**src/rtl/screen_draw_engine_if.sv**
```systemverilog
// Draw engine signal bundle: controller request, image ROM port and VGA
// pixel port. The engine uses the slave view; the environment (controller,
// ROM and VGA adapter) uses the master view.
interface screen_draw_engine_if;
  // Controller request
  logic        start;
  logic        spriteMode;
  logic        black;
  logic [4:0]  memorySel;
  logic [7:0]  xOrigin;
  logic [6:0]  yOrigin;
  // Image ROM
  logic [4:0]  romSel;
  logic [14:0] romAddr;
  logic [2:0]  romData;
  // VGA adapter and status
  logic [7:0]  x;
  logic [6:0]  y;
  logic [2:0]  colour;
  logic        plot;
  logic        busy;
  logic        done;

  modport master (
    output start, spriteMode, black, memorySel, xOrigin, yOrigin, romData,
    input  romSel, romAddr, x, y, colour, plot, busy, done
  );

  modport slave (
    input  start, spriteMode, black, memorySel, xOrigin, yOrigin, romData,
    output romSel, romAddr, x, y, colour, plot, busy, done
  );
endinterface

```
**src/rtl/screen_draw_engine.sv**
```systemverilog
// Screen/sprite draw engine. Walks a 160x120 screen or a 40x40 sprite image
// in raster order, reading one colour per cycle from a ROM with one cycle of
// read latency and presenting each pixel to the VGA adapter at its origin
// offset. Off-screen pixels are clipped (still cost a cycle).
// Optional feature macro: DRAW_TRANSPARENT_EN -- ROM colour 3'b101 is not
// plotted (unless the draw is forced black), letting the background show.
module screen_draw_engine (
  input logic                  clk,
  input logic                  drawReset,
  screen_draw_engine_if.slave  bus
);

  typedef enum logic [1:0] {IDLE, FETCH, DRAW, DONE} state_t;

  state_t      state;
  logic        sprite_q;
  logic        black_q;
  logic [4:0]  sel_q;
  logic [7:0]  xo_q;
  logic [6:0]  yo_q;
  logic [7:0]  col;
  logic [6:0]  row;
  logic [14:0] addr_q;

  logic [7:0]  col_last;
  logic [6:0]  row_last;
  logic [14:0] addr_last;
  logic        last_pixel;
  logic [8:0]  x_true;
  logic [7:0]  y_true;
  logic        in_draw;
  logic        on_screen;
  logic        transparent;

  // Image geometry of the captured draw.
  assign col_last   = sprite_q ? 8'd39     : 8'd159;
  assign row_last   = sprite_q ? 7'd39     : 7'd119;
  assign addr_last  = sprite_q ? 15'd1599  : 15'd19199;
  assign last_pixel = (col == col_last) && (row == row_last);

  // Control FSM with pixel counters and the ROM address register.
  // NOTE: every register here uses non-blocking assignment so all of them
  // update together from the values of the previous cycle.
  always_ff @(posedge clk or posedge drawReset) begin
    if (drawReset) begin
      state    <= IDLE;
      sprite_q <= 1'b0;
      black_q  <= 1'b0;
      sel_q    <= '0;
      xo_q     <= '0;
      yo_q     <= '0;
      col      <= '0;
      row      <= '0;
      addr_q   <= '0;
    end else begin
      case (state)
        IDLE, DONE: begin
          addr_q <= '0;
          if (bus.start) begin
            sprite_q <= bus.spriteMode;
            black_q  <= bus.black;
            sel_q    <= bus.memorySel;
            xo_q     <= bus.xOrigin;
            yo_q     <= bus.yOrigin;
            state    <= FETCH;
          end else begin
            state <= IDLE;
          end
        end
        FETCH: begin
          col    <= '0;
          row    <= '0;
          addr_q <= 15'd1;
          state  <= DRAW;
        end
        DRAW: begin
          if (last_pixel) begin
            addr_q <= '0;
            state  <= DONE;
          end else begin
            if (col == col_last) begin
              col <= '0;
              row <= row + 7'd1;
            end else begin
              col <= col + 8'd1;
            end
            // The address runs one pixel ahead and parks on the last pixel.
            if (addr_q != addr_last) addr_q <= addr_q + 15'd1;
          end
        end
        default: state <= IDLE;
      endcase
    end
  end

  // Untruncated screen position decides clipping; outputs are truncated.
  assign x_true    = {1'b0, xo_q} + {1'b0, col};
  assign y_true    = {1'b0, yo_q} + {1'b0, row};
  assign in_draw   = (state == DRAW);
  assign on_screen = (x_true < 9'd160) && (y_true < 8'd120);

`ifdef DRAW_TRANSPARENT_EN
  assign transparent = !black_q && (bus.romData == 3'b101);
`else
  assign transparent = 1'b0;
`endif

  // Output decode: everything except busy/done/romSel is zero outside DRAW.
  assign bus.x       = in_draw ? x_true[7:0] : 8'd0;
  assign bus.y       = in_draw ? y_true[6:0] : 7'd0;
  assign bus.colour  = (in_draw && !black_q) ? bus.romData : 3'b000;
  assign bus.plot    = in_draw && on_screen && !transparent;
  assign bus.busy    = (state == FETCH) || (state == DRAW);
  assign bus.done    = (state == DONE);
  assign bus.romAddr = addr_q;
  assign bus.romSel  = sel_q;

endmodule

```
**src/flat_wrapper.sv**
```systemverilog
// flat-port wrapper written by rule: the top's interface ports become plain ports
module screen_draw_engine_flat 
  (clk, drawReset, bus_start, bus_spriteMode, bus_black, bus_memorySel, bus_xOrigin, bus_yOrigin, bus_romData, bus_romSel, bus_romAddr, bus_x, bus_y, bus_colour, bus_plot, bus_busy, bus_done);
  screen_draw_engine_if bus_i ();
  input logic clk;
  input logic drawReset;
  input wire logic [$bits(bus_i.start)-1:0] bus_start;
  input wire logic [$bits(bus_i.spriteMode)-1:0] bus_spriteMode;
  input wire logic [$bits(bus_i.black)-1:0] bus_black;
  input wire logic [$bits(bus_i.memorySel)-1:0] bus_memorySel;
  input wire logic [$bits(bus_i.xOrigin)-1:0] bus_xOrigin;
  input wire logic [$bits(bus_i.yOrigin)-1:0] bus_yOrigin;
  input wire logic [$bits(bus_i.romData)-1:0] bus_romData;
  output wire logic [$bits(bus_i.romSel)-1:0] bus_romSel;
  output wire logic [$bits(bus_i.romAddr)-1:0] bus_romAddr;
  output wire logic [$bits(bus_i.x)-1:0] bus_x;
  output wire logic [$bits(bus_i.y)-1:0] bus_y;
  output wire logic [$bits(bus_i.colour)-1:0] bus_colour;
  output wire logic [$bits(bus_i.plot)-1:0] bus_plot;
  output wire logic [$bits(bus_i.busy)-1:0] bus_busy;
  output wire logic [$bits(bus_i.done)-1:0] bus_done;
  assign bus_i.start = bus_start;
  assign bus_i.spriteMode = bus_spriteMode;
  assign bus_i.black = bus_black;
  assign bus_i.memorySel = bus_memorySel;
  assign bus_i.xOrigin = bus_xOrigin;
  assign bus_i.yOrigin = bus_yOrigin;
  assign bus_i.romData = bus_romData;
  assign bus_romSel = bus_i.romSel;
  assign bus_romAddr = bus_i.romAddr;
  assign bus_x = bus_i.x;
  assign bus_y = bus_i.y;
  assign bus_colour = bus_i.colour;
  assign bus_plot = bus_i.plot;
  assign bus_busy = bus_i.busy;
  assign bus_done = bus_i.done;
  screen_draw_engine u_core (.clk(clk), .drawReset(drawReset), .bus(bus_i));
endmodule
```
**config.mk**
```make
export PLATFORM = sky130hd
export DESIGN_NAME = screen_draw_engine_flat
export DESIGN_NICKNAME = d
export VERILOG_FILES = /design/src/rtl/screen_draw_engine_if.sv /design/src/rtl/screen_draw_engine.sv /design/src/flat_wrapper.sv
export SDC_FILE = /design/constraint.sdc
export NUM_CORES = 1
export LEC_CHECK = 0
export CAP_MARGIN = 40
export CORE_MARGIN = 4
export CORE_UTILIZATION = 40
export DETAILED_ROUTE_END_ITERATION = 8
export HOLD_SLACK_MARGIN = 0.12
export MAX_ROUTING_LAYER = met4
export SLEW_MARGIN = 40
export SYNTH_ARGS = -nofsm -noshare
export SYNTH_HDL_FRONTEND = slang
export SYNTH_SLANG_ARGS = --single-unit
```
**constraint.sdc**
```tcl
create_clock -name clk -period 4.9 [get_ports clk]
set_input_delay 0.98 -clock clk [delete_from_list [all_inputs] [get_ports clk]]
set_output_delay 0.98 -clock clk [all_outputs]
set_load 0.01 [all_outputs]
```
==> After elaboration in Yosys (flattened, before gate mapping) <==
Index checks and enable logic that the tools add are counted.
{ "op_classes": {"reduce_logical": 12, "n_addsub": 5, "muxes": 18, "n_eq_ne": 10, "order_cmp": 2} }
{ "ops": {"columns": ["op", "n"], "rows": [
  ["two-way mux 15 bit", 3],
  ["case mux 15 bit (3 select lines)", 1],
  ["two-way mux 8 bit", 4],
  ["two-way mux 7 bit", 4],
  ["case mux 8 bit (2 select lines)", 1],
  ["adder 15 x 1 -> 15 bit (second input constant)", 1],
  ["inequality test 15 bit", 1],
  ["case mux 7 bit (2 select lines)", 1],
  ["adder 8 x 8 -> 9 bit", 1],
  ["< comparator 9 x 8 -> 1 bit (second input constant)", 1],
  ["adder 7 x 7 -> 8 bit", 1],
  ["adder 8 x 1 -> 8 bit (second input constant)", 1],
  ["== test 8 bit", 1],
  ["< comparator 8 x 7 -> 1 bit (second input constant)", 1],
  ["adder 7 x 1 -> 7 bit (second input constant)", 1],
  ["== test 7 bit", 1],
  ["case mux 2 bit (3 select lines)", 1],
  ["== test 2 bit (second input constant)", 2],
  ["logical AND 1 bit", 4],
  ["inequality test 2 bit (second input constant)", 2],
  ["AND reduction 2 bit", 2],
  ["two-way mux 3 bit", 1],
  ["inequality test 3 x 2 -> 1 bit (second input constant)", 1],
  ["AND reduction 3 bit", 1],
  ["other kinds (9)", 9]
]} }
{ "word_totals": {"regBits": 54, "input_bits": 28, "out_inout_bits": 41} }

==> Depth between registers and ports, before layout <==
Gate-level depths: netlist of the first run.
{ "depth": {"ltp_word": 5, "ltp_mapped": 8, "ltp_nobuf": 8} }

==> Least setup slack after synthesis of the first run <==
Ideal clock, no wire load.
{ "synth_path": {"kind": "register -> output", "startpoint": "register u_core.col[0]", "endpoint": "output bus_plot", "setup_slack_ps": 1458, "arrival_ps": 2462, "required_time_ps": 3920, "path_stages_with_launch": 8, "cell_sequence": "dfrtp_1 ha_1 fa_1 a211oi_1 o21ai_0 a211oi_1 o21bai_1 a2111oi_0"} }
{ "synth_between": {"elab_chain_cells": 4} }
{ "synth_lines": {"columns": ["item", "line_no", "source"], "rows": [
  ["start, declared", "screen_draw_engine.sv:21", "logic [7:0] col;"],
  ["start signal, assigned", "screen_draw_engine.sv:85", "col <= col + 8'd1;"],
  ["adder 8 x 8 -> 9 bit", "screen_draw_engine.sv:97", "assign x_true = {1'b0, xo_q} + {1'b0, col};"],
  ["< comparator 9 x 8 -> 1 bit", "screen_draw_engine.sv:100", "assign on_screen = (x_true < 9'd160) && (y_true < 8'd120);"],
  ["logical AND 1 bit", "screen_draw_engine.sv:100", null],
  ["logical AND 1 bit", "screen_draw_engine.sv:112", "assign bus.plot = in_draw && on_screen && !transparent;"],
  ["end, declared", "flat_wrapper.sv:19", "output wire logic [$bits(bus_i.plot)-1:0] bus_plot;"]
]} }
No other way between the ends.

==> Worst setup path in the final report of the first run <==
Ends and elaborated chain as after synthesis.

==> impl_metrics.tcl, run 1 <==
set metrics [dict create \
    multiInputGateArea_mm2 0.002051 \
    netlist_top_cells_area "dfrtp_1, ha_1, mux2_2, a21oi_1, nand2_1" \
    n_antenna_cell 0 \
    syn-num-nets 413 \
    slew-limit-headroom_pct 52.38 \
    netlist.area_leader.share_pct 38.65 \
    r2r-end "u_core.row[1]" \
    synth_top_area_cell "dfrtp_1" \
    clk_latency_ns 0.31 \
    period_share_pct 87.96 \
    wl_um 8576 \
    initialDrtViolationCount 121 \
    root_buffer "clkbuf_8" \
    syn_inst 362 \
    clk_path_buf_depth 2 \
    synth_cell_types 60 \
    nets 479 \
    place_congestion 0.8319 \
    cts_resized 0 \
    period_minus_slack_ns 4.310 \
    syn2layout_area_growth_pct 25.77 \
    ys.warnings.count 0 \
    maxCapViolCount 0 \
    io_buffers 68 \
    fin_cells 534 \
    timing.fmax_ghz 0.2320 \
    cp.required_ns 3.92 \
    tightest_slew_ns 0.7125 \
    cellLeakagePower_nw 1.758 \
    worstPathMaxFanout 6 \
    start_util_pct 41.91 \
    finalHoldViolations 0 \
    vias_per_cell 5.657 \
    hp-class "register to register" \
    setup_viol 0 \
    io-pin-count 69 \
    crit_arrival_ns 3.33 \
    drive_above_1_share_pct 10.72 \
    syn-cell-area_mm2 0.003496 \
    async_flop_share_pct 100.0 \
    r2r_slack_ns 2.07 \
    grt_pass1_wl_um 14380 \
    placedInstanceArea_mm2 0.004293 \
    tns_ns 0 \
    placed_cells 526 \
    synth_seq_cells 54 \
    core-area_mm2 0.008341 \
    core.rowCount 33 \
    fillerInstances 763 \
    ant_nets 0 \
    status "finished, final reports clean" \
    slew_violations 0 \
    pre_cts_ws_ns 0.9220 \
    die_width_um 101.5 \
    min_from "u_core.bus.romSel[0]" \
    hold_end "u_core.bus.romSel[0]" \
    rsz0062_at_grt "false" \
    grt_use_total_pct 17.77 \
    end_kind "output pin" \
    finalHoldWorstSlack_ns 0.5145 \
    dieHeight_um 101.5 \
    regArea_mm2 0.001351 \
    worstReg2RegStart "u_core.col[3]" \
    yosysMostFrequentCell "dfrtp_1" \
    reg2regPathDepth 5 \
    fin_total_pwr_mw 2.158 \
    grt_max_degree 33 \
    cts_made_buffers 5 \
    syn_avg_cell_area_um2 9.657 \
    dp.final_hpwl_um 6226 \
    yosys-top-cells-count "dfrtp_1, nand2_1, nor2_1" \
    wl_per_cell_um 16.06 \
    setup_ws_ns 0.5898 \
    criticalPathCategory "register to output pin" \
    finalCoreUtilization_pct 52.72 \
    vias 3021 \
    grt_pass1_vias 3014 \
    numClockSinks 54 \
    startpoint_type "register" \
    skew_ns 0.008736 \
    design_area_mm2 0.004397 \
    irDropWorstVdd_v 0.0002451 \
    clk_pin_slew_ns 0.10 \
    route.detailed.drc 0 \
    ys_seq_area_share_pct 38.65 \
    p_per_area_mw_per_mm2 490.8 \
    drt_first_pass_iters 4 \
    cts_tree "done" \
    htreeDepth 2 \
    ctsHoldBuffers 0 \
    grt_antenna_before_repair 0 \
    synth-edff-count 0 \
    die-area_mm2 0.01030 \
    synth-main-ff-cell "dfrtp_1" \
    overflow 0 \
    post_cts_buffers 0 \
    holdPathStages 1 \
]
## worst max-delay path by stage
stage	start	end	depth (start not counted)
2_1_floorplan	u_core.col[0]	bus_plot	7
3_3_place_gp	u_core.col[0]	bus_plot	8
3_5_place_dp	u_core.col[0]	bus_plot	8
4_1_cts	u_core.col[0]	bus_plot	8
5_1_grt	u_core.col[0]	bus_plot	8
6_report	u_core.col[0]	bus_plot	8
## placed cells by master, fill, tap and decap left out, drive strengths merged, types with 4 or more instances in the layout
master and count:
xor2 5, o21ai 16, nand3 19, mux2i 8
o211ai 4, a21o 5, mux2 23, a311oi 4
xnor2 8, buf 4, nand2 26, o31ai 4
clkdlybuf4s50 68, and2 10, or4 4, nand4b 4
nor3 6, nand4 6, a211oi 4, a21oi 21
nand2b 4, clkbuf 7, a2111oi 4, inv 14
nand3b 6, ha 21, nor2 24, dfrtp 54
## logic make-up (layout without fill, tap and decap cells)
kind of cell | Yosys count | count (layout) | synth area share, %
adders and majority gates | 23 | 23 | 8.661
DFF | 54 | 54 | 38.65
xor gates and xnor gates | 13 | 13 | 3.257
AOI/OAI and AO/OA | 82 | 82 | 15.93
buffers and inverters | 29 | 96 | 3.114
and+or+nand+nor | 130 | 130 | 20.58
muxes | 31 | 31 | 9.807
## report_power, final
group | internal, mW | total, mW | switching (mW)
registers | 0.562 | 0.650 | 0.0885
clock network | 0.115 | 0.268 | 0.153
logic | 0.590 | 1.24 | 0.649
total | 1.27 | 2.16 | 0.891
## sequential cells by signal, summed over array words and instances (netlist names)
name and count:
u_core.bus.romAddr 15, u_core.col 8, u_core.xo_q 8, u_core.row 7, u_core.yo_q 7, u_core.bus.romSel 5
u_core.state 2, u_core.black_q 1, u_core.sprite_q 1
## critical path, stage by stage (launching register included)
cell	delay, ns
dfrtp_1	0.46
ha_1	0.25
fa_1	0.43
a211oi_1	0.27
o21ai_0	0.13
a211oi_1	0.31
o21bai_1	0.09
a2111oi_0	0.46
clkdlybuf4s50_1	0.62
## layout make-up
class	instances	area share (%)
Tap cell	105	2.988
Timing Repair Buffer	72	16.16
Inverter	16	1.394
Clock inverter	1	0.1138
Clock buffer	7	1.964
Sequential cell	54	30.73
Multi-Input combinational cell	279	46.64
## routing by layer
layer / GRT usage [%] / vias to the layer above / wire (um)
li1: - / 1483 / -
met1: 23.43 / 1455 / 4172
met2: 28.67 / 77 / 3977
met3: 3.375 / 6 / 369
met4: 3.476 / 0 / 57
met5: - / - / 0
No activity file was read; power rests on OpenSTA's default activity.
==> inputs of run 2 (changes only) <==
--- a/config.mk
+++ b/config.mk
@@ -8,6 +8,7 @@
 export CAP_MARGIN = 40
 export CORE_MARGIN = 4
 export CORE_UTILIZATION = 40
+export CTS_BUF_LIST = sky130_fd_sc_hd__clkbuf_16
 export DETAILED_ROUTE_END_ITERATION = 8
 export HOLD_SLACK_MARGIN = 0.12
 export MAX_ROUTING_LAYER = met4
==> run 2 against run 1 <==
  * Total power increased by 3.6%
  * Hold slack got worse by 0.0064 ns
  * Clock power increased by 31%
  * Sequential share of layout area decreased by 0.32 points
  * Sequential power about the same
  * Flip-flop and latch count unchanged
  * Global-route usage increased by 0.074 points
  * Fmax increased by 0.28%
  * Largest cell class unchanged
==> impl_metrics.tcl, run 2 (same netlist as run 1, synthesis figures left out) <==
set metrics [dict create \
    clk_path_buf_depth 2 \
    hp-class "register to register" \
    post_cts_buffers 0 \
    place_congestion 0.8319 \
    skew_ns 0.004962 \
    htreeDepth 2 \
    drt_first_pass_iters 6 \
    status "finished, final reports clean" \
    clk_latency_ns 0.30 \
    use_met2_pct 28.72 \
    irDropWorstVdd_v 0.0002444 \
    cts_tree "done" \
    setup_viol 0 \
    final_common_cell "clkdlybuf4s50_1" \
    finalHoldWorstSlack_ns 0.5081 \
    cp.required_ns 3.92 \
    cts_made_buffers 5 \
    period_share_pct 87.71 \
    met1_usage_pct 23.30 \
    io_buffers 68 \
    slew_violations 0 \
    crit_arrival_ns 3.32 \
    clk_pin_slew_ns 0.07 \
    io-pin-count 69 \
    finalHoldViolations 0 \
    use_met3_pct 3.375 \
    cts_resized 0 \
    wl_per_cell_um 16.06 \
    slew-limit-headroom_pct 53.47 \
    period_minus_slack_ns 4.298 \
    overflow 0 \
    tightest_slew_ns 0.6962 \
    vias_per_cell 5.657 \
    die-area_mm2 0.01030 \
    numClockSinks 54 \
    start_util_pct 41.91 \
    drive_above_1_share_pct 10.49 \
    grt_antenna_before_repair 0 \
    core.rowCount 33 \
    largest_reg_flops 15 \
    end_kind "output pin" \
    core-area_mm2 0.008341 \
    grt_pass1_vias 3008 \
    n_antenna_cell 0 \
    mostFrequentLayoutCells "clkdlybuf4s50_1, dfrtp_1, nand2_1" \
    grt-busiest-layer "met2" \
    ctsHoldBuffers 0 \
    startpoint_type "register" \
    worstPathMaxFanout 6 \
    syn2layout_area_growth_pct 27.09 \
    wl_um 8576 \
    dieHeight_um 101.5 \
    tns_ns 0 \
    root_buffer "clkbuf_16" \
    initialDrtViolationCount 125 \
    ant_nets 0 \
    grt_max_degree 33 \
    vias 3021 \
    route.detailed.drc 0 \
    criticalPathCategory "register to output pin" \
    rsz0062_at_grt "false" \
    nets 479 \
    die_width_um 101.5 \
    timing.fmax_ghz 0.2327 \
    maxCapViolCount 0 \
    p_per_area_mw_per_mm2 503.1 \
    dp.final_hpwl_um 6226 \
    grt_use_total_pct 17.84 \
    cellLeakagePower_nw 1.783 \
    grt_pass1_wl_um 14410 \
]
[run 2: cell count changes in the layout (fill, tap and decap cells not counted)]
cell / change
clkbuf_16: +5
clkbuf_8: -6
inv_1: +1
clkinv_1: +1
clkbuf_1: -1
[run 2: layout make-up]
type / instances / area, um2
Fill cell: 756 / 3897
Multi-Input combinational cell: 279 / 2051
Sequential cell: 54 / 1351
Timing Repair Buffer: 72 / 710.7
Tap cell: 105 / 131.4
Clock buffer: 5 / 125.1
Inverter: 16 / 61.31
Clock inverter: 3 / 12.51
[run 2: through the flow]
step | total power [mW] | setup slack [ns] | utilization (%) | cells | instance area [um2]
2_1_floorplan | 1.418 | 1.458 | - | 362 | 3496
3_3_place_gp | 1.881 | 0.8876 | 51.43 | 526 | 4289
3_5_place_dp | 1.893 | 0.9220 | 51.47 | 526 | 4293
4_1_cts | 2.252 | 0.5644 | 53.12 | 534 | 4431
5_1_grt | 2.398 | 0.3442 | 53.27 | 534 | 4443
6_report | 2.235 | 0.6020 | 53.27 | 534 | 4443
[run 2: routing by layer]
layer / share of wire [%] / vias up / wire length [um]
met2: 46 / 88 / 3919
met4: 1.1 / 0 / 93
met3: 5.8 / 9 / 496
met5: 0 / - / 0
met1: 47 / 1442 / 4067
li1: - / 1482 / -
[run 2: final timing paths]
path	start	to	slack (ns)	depth (start not counted)
worst max-delay path	u_core.col[0]	bus_plot	0.60	8
worst min register to register	u_core.bus.romSel[0]	u_core.bus.romSel[0]	0.51	1
min in group asynchronous	drawReset	u_core.bus.romAddr[11]	1.05	2
worst min-delay path	u_core.bus.romSel[0]	u_core.bus.romSel[0]	0.51	1
worst max register to register	u_core.col[3]	u_core.row[1]	2.11	5
max in group asynchronous	drawReset	u_core.col[4]	3.13	3
[run 2: critical path: stages, from the launching register on]
cell and delay (ns):
dfrtp_1 0.45, ha_1 0.25, fa_1 0.43, a211oi_1 0.27, o21ai_0 0.13, a211oi_1 0.31, o21bai_1 0.09, a2111oi_0 0.47
clkdlybuf4s50_1 0.63
[run 2: power by group]
group          internal, mW  switching (mW)  leakage (nW)
registers             0.563          0.0876         0.698
logic                 0.590           0.645          1.01
clock network         0.186           0.164        0.0724
==> inputs of run 3 (changes only) <==
--- a/config.mk
+++ b/config.mk
@@ -10,7 +10,7 @@
 export CORE_UTILIZATION = 40
 export CTS_BUF_LIST = sky130_fd_sc_hd__clkbuf_16
 export DETAILED_ROUTE_END_ITERATION = 8
-export HOLD_SLACK_MARGIN = 0.12
+export HOLD_SLACK_MARGIN = 0.02
 export MAX_ROUTING_LAYER = met4
 export SLEW_MARGIN = 40
 export SYNTH_ARGS = -nofsm -noshare
==> results of run 3 <==
No change in the layout: final DEF, timing and power equal those of run 2.
